==> config.mk <==
export PLATFORM = sky130hd
export DESIGN_NAME = muldiv_ctrl
export DESIGN_NICKNAME = d
export VERILOG_FILES = /design/src/rtl/muldiv_pkg.sv /design/src/rtl/muldiv_step.sv /design/src/rtl/muldiv_ctrl.sv
export SDC_FILE = /design/constraint.sdc
export NUM_CORES = 1
export LEC_CHECK = 0
export BUFFER_PORTS_ARGS = -buffer_cell sky130_fd_sc_hd__buf_2
export CORE_MARGIN = 4
export CORE_UTILIZATION = 55
export CTS_CLUSTER_DIAMETER = 30
export DETAILED_ROUTE_END_ITERATION = 16
export PLACE_DENSITY = 0.81
export SLEW_MARGIN = 20
export SYNTH_ARGS = -nofsm -noshare
export SYNTH_HDL_FRONTEND = slang
export SYNTH_SLANG_ARGS = --single-unit
==> constraint.sdc <==
create_clock -name clk_i -period 5.9 [get_ports clk_i]
set_input_delay 0.59 -clock clk_i [delete_from_list [all_inputs] [get_ports clk_i]]
set_output_delay 0.59 -clock clk_i [all_outputs]
set_load 0.005 [all_outputs]
==> src/rtl/muldiv_pkg.sv <==
// muldiv_pkg: shared definitions for the multi-cycle multiply/divide unit.
//   - op encodings (mult/multu/div/divu)
//   - controller state enum
//   - default operand width
package muldiv_pkg;

  localparam int WIDTH_DEF = 32;

  typedef enum logic [1:0] {
    OP_MULT  = 2'b00,
    OP_MULTU = 2'b01,
    OP_DIV   = 2'b10,
    OP_DIVU  = 2'b11
  } op_e;

  typedef enum logic [1:0] {
    IDLE = 2'b00,
    MUL  = 2'b01,
    DIV  = 2'b10,
    FIX  = 2'b11
  } state_e;

  // Even encodings are the signed flavours.
  function automatic logic op_is_signed(input logic [1:0] op);
    return ~op[0];
  endfunction

endpackage

==> src/rtl/muldiv_step.sv <==
// muldiv_step: one combinational iteration of the multiply/divide datapath.
//   div_i  : 0 = shift-add multiply step, 1 = restoring divide step
//   acc_i  : upper product word / partial remainder
//   sh_i   : multiplier (shifting out LSB-first) / dividend-quotient shifter
//   m_i    : multiplicand (multiply) or divisor (divide)
//   acc_o, sh_o : register values after this iteration
module muldiv_step
  import muldiv_pkg::*;
#(
  parameter int WIDTH = WIDTH_DEF
) (
  input  logic             div_i,
  input  logic [WIDTH-1:0] acc_i,
  input  logic [WIDTH-1:0] sh_i,
  input  logic [WIDTH-1:0] m_i,
  output logic [WIDTH-1:0] acc_o,
  output logic [WIDTH-1:0] sh_o
);

  logic [WIDTH:0] sum;    // upper half + multiplicand, carry kept
  logic [WIDTH:0] shl;    // remainder with next dividend bit shifted in
  logic [WIDTH:0] diff;   // trial subtraction
  logic           ge;

  always_comb begin
    sum  = {1'b0, acc_i} + (sh_i[0] ? {1'b0, m_i} : '0);
    shl  = {acc_i, sh_i[WIDTH-1]};
    diff = shl - {1'b0, m_i};
    ge   = ~diff[WIDTH];
    acc_o = '0;
    sh_o  = '0;
    if (div_i) begin
      // Remainder stays below the divisor, so it always fits WIDTH bits.
      acc_o = ge ? diff[WIDTH-1:0] : shl[WIDTH-1:0];
      sh_o  = {sh_i[WIDTH-2:0], ge};
    end else begin
      // {carry, sum, multiplier} shifted right by one.
      acc_o = sum[WIDTH:1];
      sh_o  = {sum[0], sh_i[WIDTH-1:1]};
    end
  end

endmodule

==> src/rtl/muldiv_ctrl.sv <==
// muldiv_ctrl: multi-cycle MIPS mult/multu/div/divu sequencer owning HI/LO.
//   clk_i, rst_i (sync, active high)
//   start_i, op_i, a_i, b_i : operation issue, sampled only in IDLE
//   hi_we_i, lo_we_i, wdata_i : mthi/mtlo, honoured only in IDLE
//   busy_o : operation in flight (stall), done_o : one-cycle result pulse
//   hi_o, lo_o : HI/LO registers (mfhi/mflo)
// Latency: start at edge E0, HI/LO written at E33, done_o during the cycle after.
module muldiv_ctrl
  import muldiv_pkg::*;
#(
  parameter int WIDTH = WIDTH_DEF
) (
  input  logic             clk_i,
  input  logic             rst_i,
  input  logic             start_i,
  input  logic [1:0]       op_i,
  input  logic [WIDTH-1:0] a_i,
  input  logic [WIDTH-1:0] b_i,
  input  logic             hi_we_i,
  input  logic             lo_we_i,
  input  logic [WIDTH-1:0] wdata_i,
  output logic             busy_o,
  output logic             done_o,
  output logic [WIDTH-1:0] hi_o,
  output logic [WIDTH-1:0] lo_o
);

  localparam int CW = $clog2(WIDTH) + 1;
  localparam logic [CW-1:0] LAST = CW'(WIDTH - 1);

  state_e           state_q, state_d;
  logic [CW-1:0]    cnt_q;
  logic             busy_q, done_q;
  logic [1:0]       op_q;
  logic             sa_q, sb_q, bz_q;
  logic [WIDTH-1:0] a_raw_q, m_q, acc_q, sh_q;
  logic [WIDTH-1:0] hi_q, lo_q;

  logic             sgn_in;
  logic [WIDTH-1:0] mag_a, mag_b;
  logic [WIDTH-1:0] step_acc, step_sh;
  logic [2*WIDTH-1:0] prod;
  logic [WIDTH-1:0] res_hi, res_lo;

  muldiv_step #(.WIDTH(WIDTH)) u_step (
    .div_i (state_q == DIV),
    .acc_i (acc_q),
    .sh_i  (sh_q),
    .m_i   (m_q),
    .acc_o (step_acc),
    .sh_o  (step_sh)
  );

  // Iterations run on magnitudes; signs are re-applied in FIX.
  always_comb begin
    sgn_in = op_is_signed(op_i);
    mag_a  = (sgn_in & a_i[WIDTH-1]) ? -a_i : a_i;
    mag_b  = (sgn_in & b_i[WIDTH-1]) ? -b_i : b_i;
  end

  always_comb begin
    state_d = state_q;
    case (state_q)
      IDLE:     if (start_i) state_d = op_i[1] ? DIV : MUL;
      MUL, DIV: if (cnt_q == LAST) state_d = FIX;
      FIX:      state_d = IDLE;
      default:  state_d = IDLE;
    endcase
  end

  // Sign fix-up. sa_q/sb_q are already zero for unsigned ops.
  always_comb begin
    prod   = {acc_q, sh_q};
    res_hi = '0;
    res_lo = '0;
    if (op_q[1]) begin
      if (bz_q) begin
        res_lo = '1;
        res_hi = a_raw_q;
      end else begin
        res_lo = (sa_q ^ sb_q) ? -sh_q : sh_q;
        res_hi = sa_q ? -acc_q : acc_q;
      end
    end else begin
      if (sa_q ^ sb_q) prod = -prod;
      res_hi = prod[2*WIDTH-1:WIDTH];
      res_lo = prod[WIDTH-1:0];
    end
  end

  always_ff @(posedge clk_i) begin
    if (rst_i) begin
      state_q <= IDLE;
      cnt_q   <= '0;
      busy_q  <= 1'b0;
      done_q  <= 1'b0;
      op_q    <= '0;
      sa_q    <= 1'b0;
      sb_q    <= 1'b0;
      bz_q    <= 1'b0;
      a_raw_q <= '0;
      m_q     <= '0;
      acc_q   <= '0;
      sh_q    <= '0;
      hi_q    <= '0;
      lo_q    <= '0;
    end else begin
      state_q <= state_d;
      busy_q  <= (state_d != IDLE);
      done_q  <= (state_q == FIX);
      case (state_q)
        IDLE: begin
          if (hi_we_i) hi_q <= wdata_i;
          if (lo_we_i) lo_q <= wdata_i;
          if (start_i) begin
            op_q    <= op_i;
            sa_q    <= sgn_in & a_i[WIDTH-1];
            sb_q    <= sgn_in & b_i[WIDTH-1];
            bz_q    <= (b_i == '0);
            a_raw_q <= a_i;
            cnt_q   <= '0;
            acc_q   <= '0;
            // Multiply shifts the multiplier; divide shifts the dividend.
            m_q     <= op_i[1] ? mag_b : mag_a;
            sh_q    <= op_i[1] ? mag_a : mag_b;
          end
        end
        MUL, DIV: begin
          acc_q <= step_acc;
          sh_q  <= step_sh;
          cnt_q <= cnt_q + 1'b1;
        end
        FIX: begin
          hi_q <= res_hi;
          lo_q <= res_lo;
        end
        default: ;
      endcase
    end
  end

  assign busy_o = busy_q;
  assign done_o = done_q;
  assign hi_o   = hi_q;
  assign lo_o   = lo_q;

endmodule

==> reports/results.tsv <==
metric	value	unit
share of synthesized registers carrying an async set or reset	0	%
max layer used	met4	
Initial Util	55.6	%
CTS Sinks	206	
Synth-to-Final Area Change	17.2	%
Cells after Synth	2301	
wire per inst	22.8	um
Routed Antenna Nets	0	
die width	181	um
#FFs+latches synth	206	
Core Rows	63	
post-route design area	19300	um2
core region area	29600	um2
worst path bufs/invs	3	
top-area cell type share of the netlist area	25.0	%
most frequent cells after synthesis	nand2_1, nor2_1, a21oi_1, dfxtp_1, clkbuf_1	
Die Y	181	um
top post-synthesis cells by area	dfxtp_1, a21oi_1, nand2_1, nor2_1, ha_1	
Critical Path Source Type	register	
Mapped Avg Cell Area	7.17	um2
DP HPWL	46800	um
clk slew on worst S/H paths	60	ps
post-layout util	65.2	%
WS Path Type	register to register	
PD cells	306	nW/um2
met3 WL post-DR	8750	um
Final GP Congestion	1.03	
largest area contributor in the netlist	dfxtp_1	
Hold-fix buffers, CTS	0	
RSZ-0062 raised after global routing	no	
Max-Cap Viols	0	
clk buf depth	3	
Worst-Skew Late Latency	570	ps
worst-margin pin slew	1150	ps
nets@finish	2552	
status	complete, no violations	
Critical Path RT	6290	ps
Clock Tree Root	clkbuf_16	
Hold Crit Class	input pin to register	
hold slack	313	ps
Lkg Pwr	7.93	nW
post-cts gate resize count	0	
Num CTS Buffers	51	
Slew headroom	23.2	%
io pins	169	
GRT overflow	0	
pin count of the biggest net entering global routing	173	
fmax	217	MHz
M1 WL	25100	um
Tot GR Track Use	36.6	%
Largest delay share family, worst path	compound AO/OA/AOI/OAI gates	
share of cells above drive strength 1	14.5	%
Post-synth EDFFs	0	
via count	18800	
drt drc	0	
vias per cell	6.71	
vias in the first global route	17000	
n_diodes	0	
Met2 Routed Length	25600	um
DIE AREA	32800	um2
Slowest-stage cell, CP	xnor2_2	
cell area after synthesis	16500	um2
fin. max-slew vios	0	
Setup Fix Bufs, Post-CTS	0	
Post-DP Area	17400	um2
clock period minus worst slack	4600	ps
sequential area share after synthesis	25.0	%
TNS Setup	0	ps
CP max FO	18	
CP Cell Sequence	inv_1, ha_1, fa_1, nor2b_1, o31ai_1, a31oi_1, nor2_1, o21ai_0, a211oi_1, xnor2_2, buf_4, buf_4, nor2_1, a21oi_1, o21ai_0	
Final Hold Fails	0	
most frequent cell after synthesis	nand2_1	
Slowest Stage Delay on Critical Path	780	ps
DRT Pass-1 Iters	7	
final period utilization	77.9	%
YS warnings	0	
CP endpoint kind	register	
clock skew	23.7	ps
antenna violations before repair	0	
CTS tree	done	
Main synth FF type	dfxtp_1	
VDD IR max	0.214	mV
Iter 0 DRT Violations	2836	
Final setup viols	0	
final wirelength	64000	um
port buffer count	168	
Syn Nets	2478	
first-pass GRT wire length	97700	um
number of fill cells in the layout	2576	
Critical Path AT	4990	ps
# H-tree levels	2	
Netlist cell types	69	
==> cells in the final DEF (no fill, tap or decap), drive strengths merged, types with 42 or more instances in the layout <==
cell type,n
a21oi,262
nor3,62
nand2,285
xor2,85
dfxtp,206
ha,72
clkbuf,61
o21ai,134
o221ai,42
a211oi,89
xnor2,87
inv,72
nor2,263
buf,199
==> metal layers <==
metal,up-vias,GRT usage (%)
met5,-,0
met2,1392,52.1
met4,0,21.2
li1,8510,-
met3,236,8.94
met1,8691,50.4
==> power by group <==
group	switching [mW]	internal (mW)
clock	0.953	2.13
sequential	0.122	1.50
combinational	0.784	0.431
total	1.86	4.06
==> path summary, 6_finish.rpt <==
kind / cells past startpoint / end / slack, ps / from
worst max register to register: 15 / acc_q[14]$_SDFFE_PP0P_ / 1300 / sh_q[31]$_SDFFE_PP0P_
worst max-delay path: 15 / acc_q[14]$_SDFFE_PP0P_ / 1300 / sh_q[31]$_SDFFE_PP0P_
worst min-delay path: 3 / hi_o[1]$_SDFFE_PP0P_ / 310 / wdata_i[1]
worst min register to register: 2 / hi_o[12]$_SDFFE_PP0P_ / 430 / hi_o[12]$_SDFFE_PP0P_
==> worst min-delay path, stage by stage <==
cell	delay, ps
buf_2	110
a32oi_1	90
o21ai_0	60
==> final cells by class <==
| type | count | area [um2] | area share (%) |
|---|---|---|---|
| Timing Repair Buffer | 199 | 1090 | 5.63 |
| Inverter | 65 | 244 | 1.26 |
| Sequential cell | 206 | 4120 | 21.3 |
| Clock buffer | 61 | 1350 | 7.01 |
| Tap cell | 390 | 488 | 2.53 |
| Multi-Input combinational cell | 1852 | 11500 | 59.5 |
| Clock inverter | 34 | 528 | 2.73 |
==> registers in the layout, summed over array words and instances, names as in the netlist <==
name     cells
a_raw_q     32
acc_q       32
hi_o        32
lo_o        32
m_q         32
sh_q        32
cnt_q        6
state_q      2
busy_o       1
bz_q         1
done_o       1
op_q         1
sa_q         1
sb_q         1
==> stage by stage <==
stage	power, mW	setup WS (ps)	cells
floorplan	2.39	2440	2301
global placement	2.78	1700	2712
detailed placement	2.80	1550	2712
CTS	5.87	1490	2807
global route	6.09	1030	2807
finish	5.92	1300	2807
==> cells by family (layout without fill, tap and decap cells) <==
family,Yosys count,count (layout),share of synthesized area (%)
AOI/OAI and AO/OA,769,769,29.7
and+or+nand+nor,783,783,21.2
buffers and inverters,243,359,5.68
DFF,206,206,25.0
adders and majority gates,74,74,5.71
xor gates and xnor gates,172,172,9.14
muxes,54,54,3.51
No activity file was read; power rests on OpenSTA's default activity.
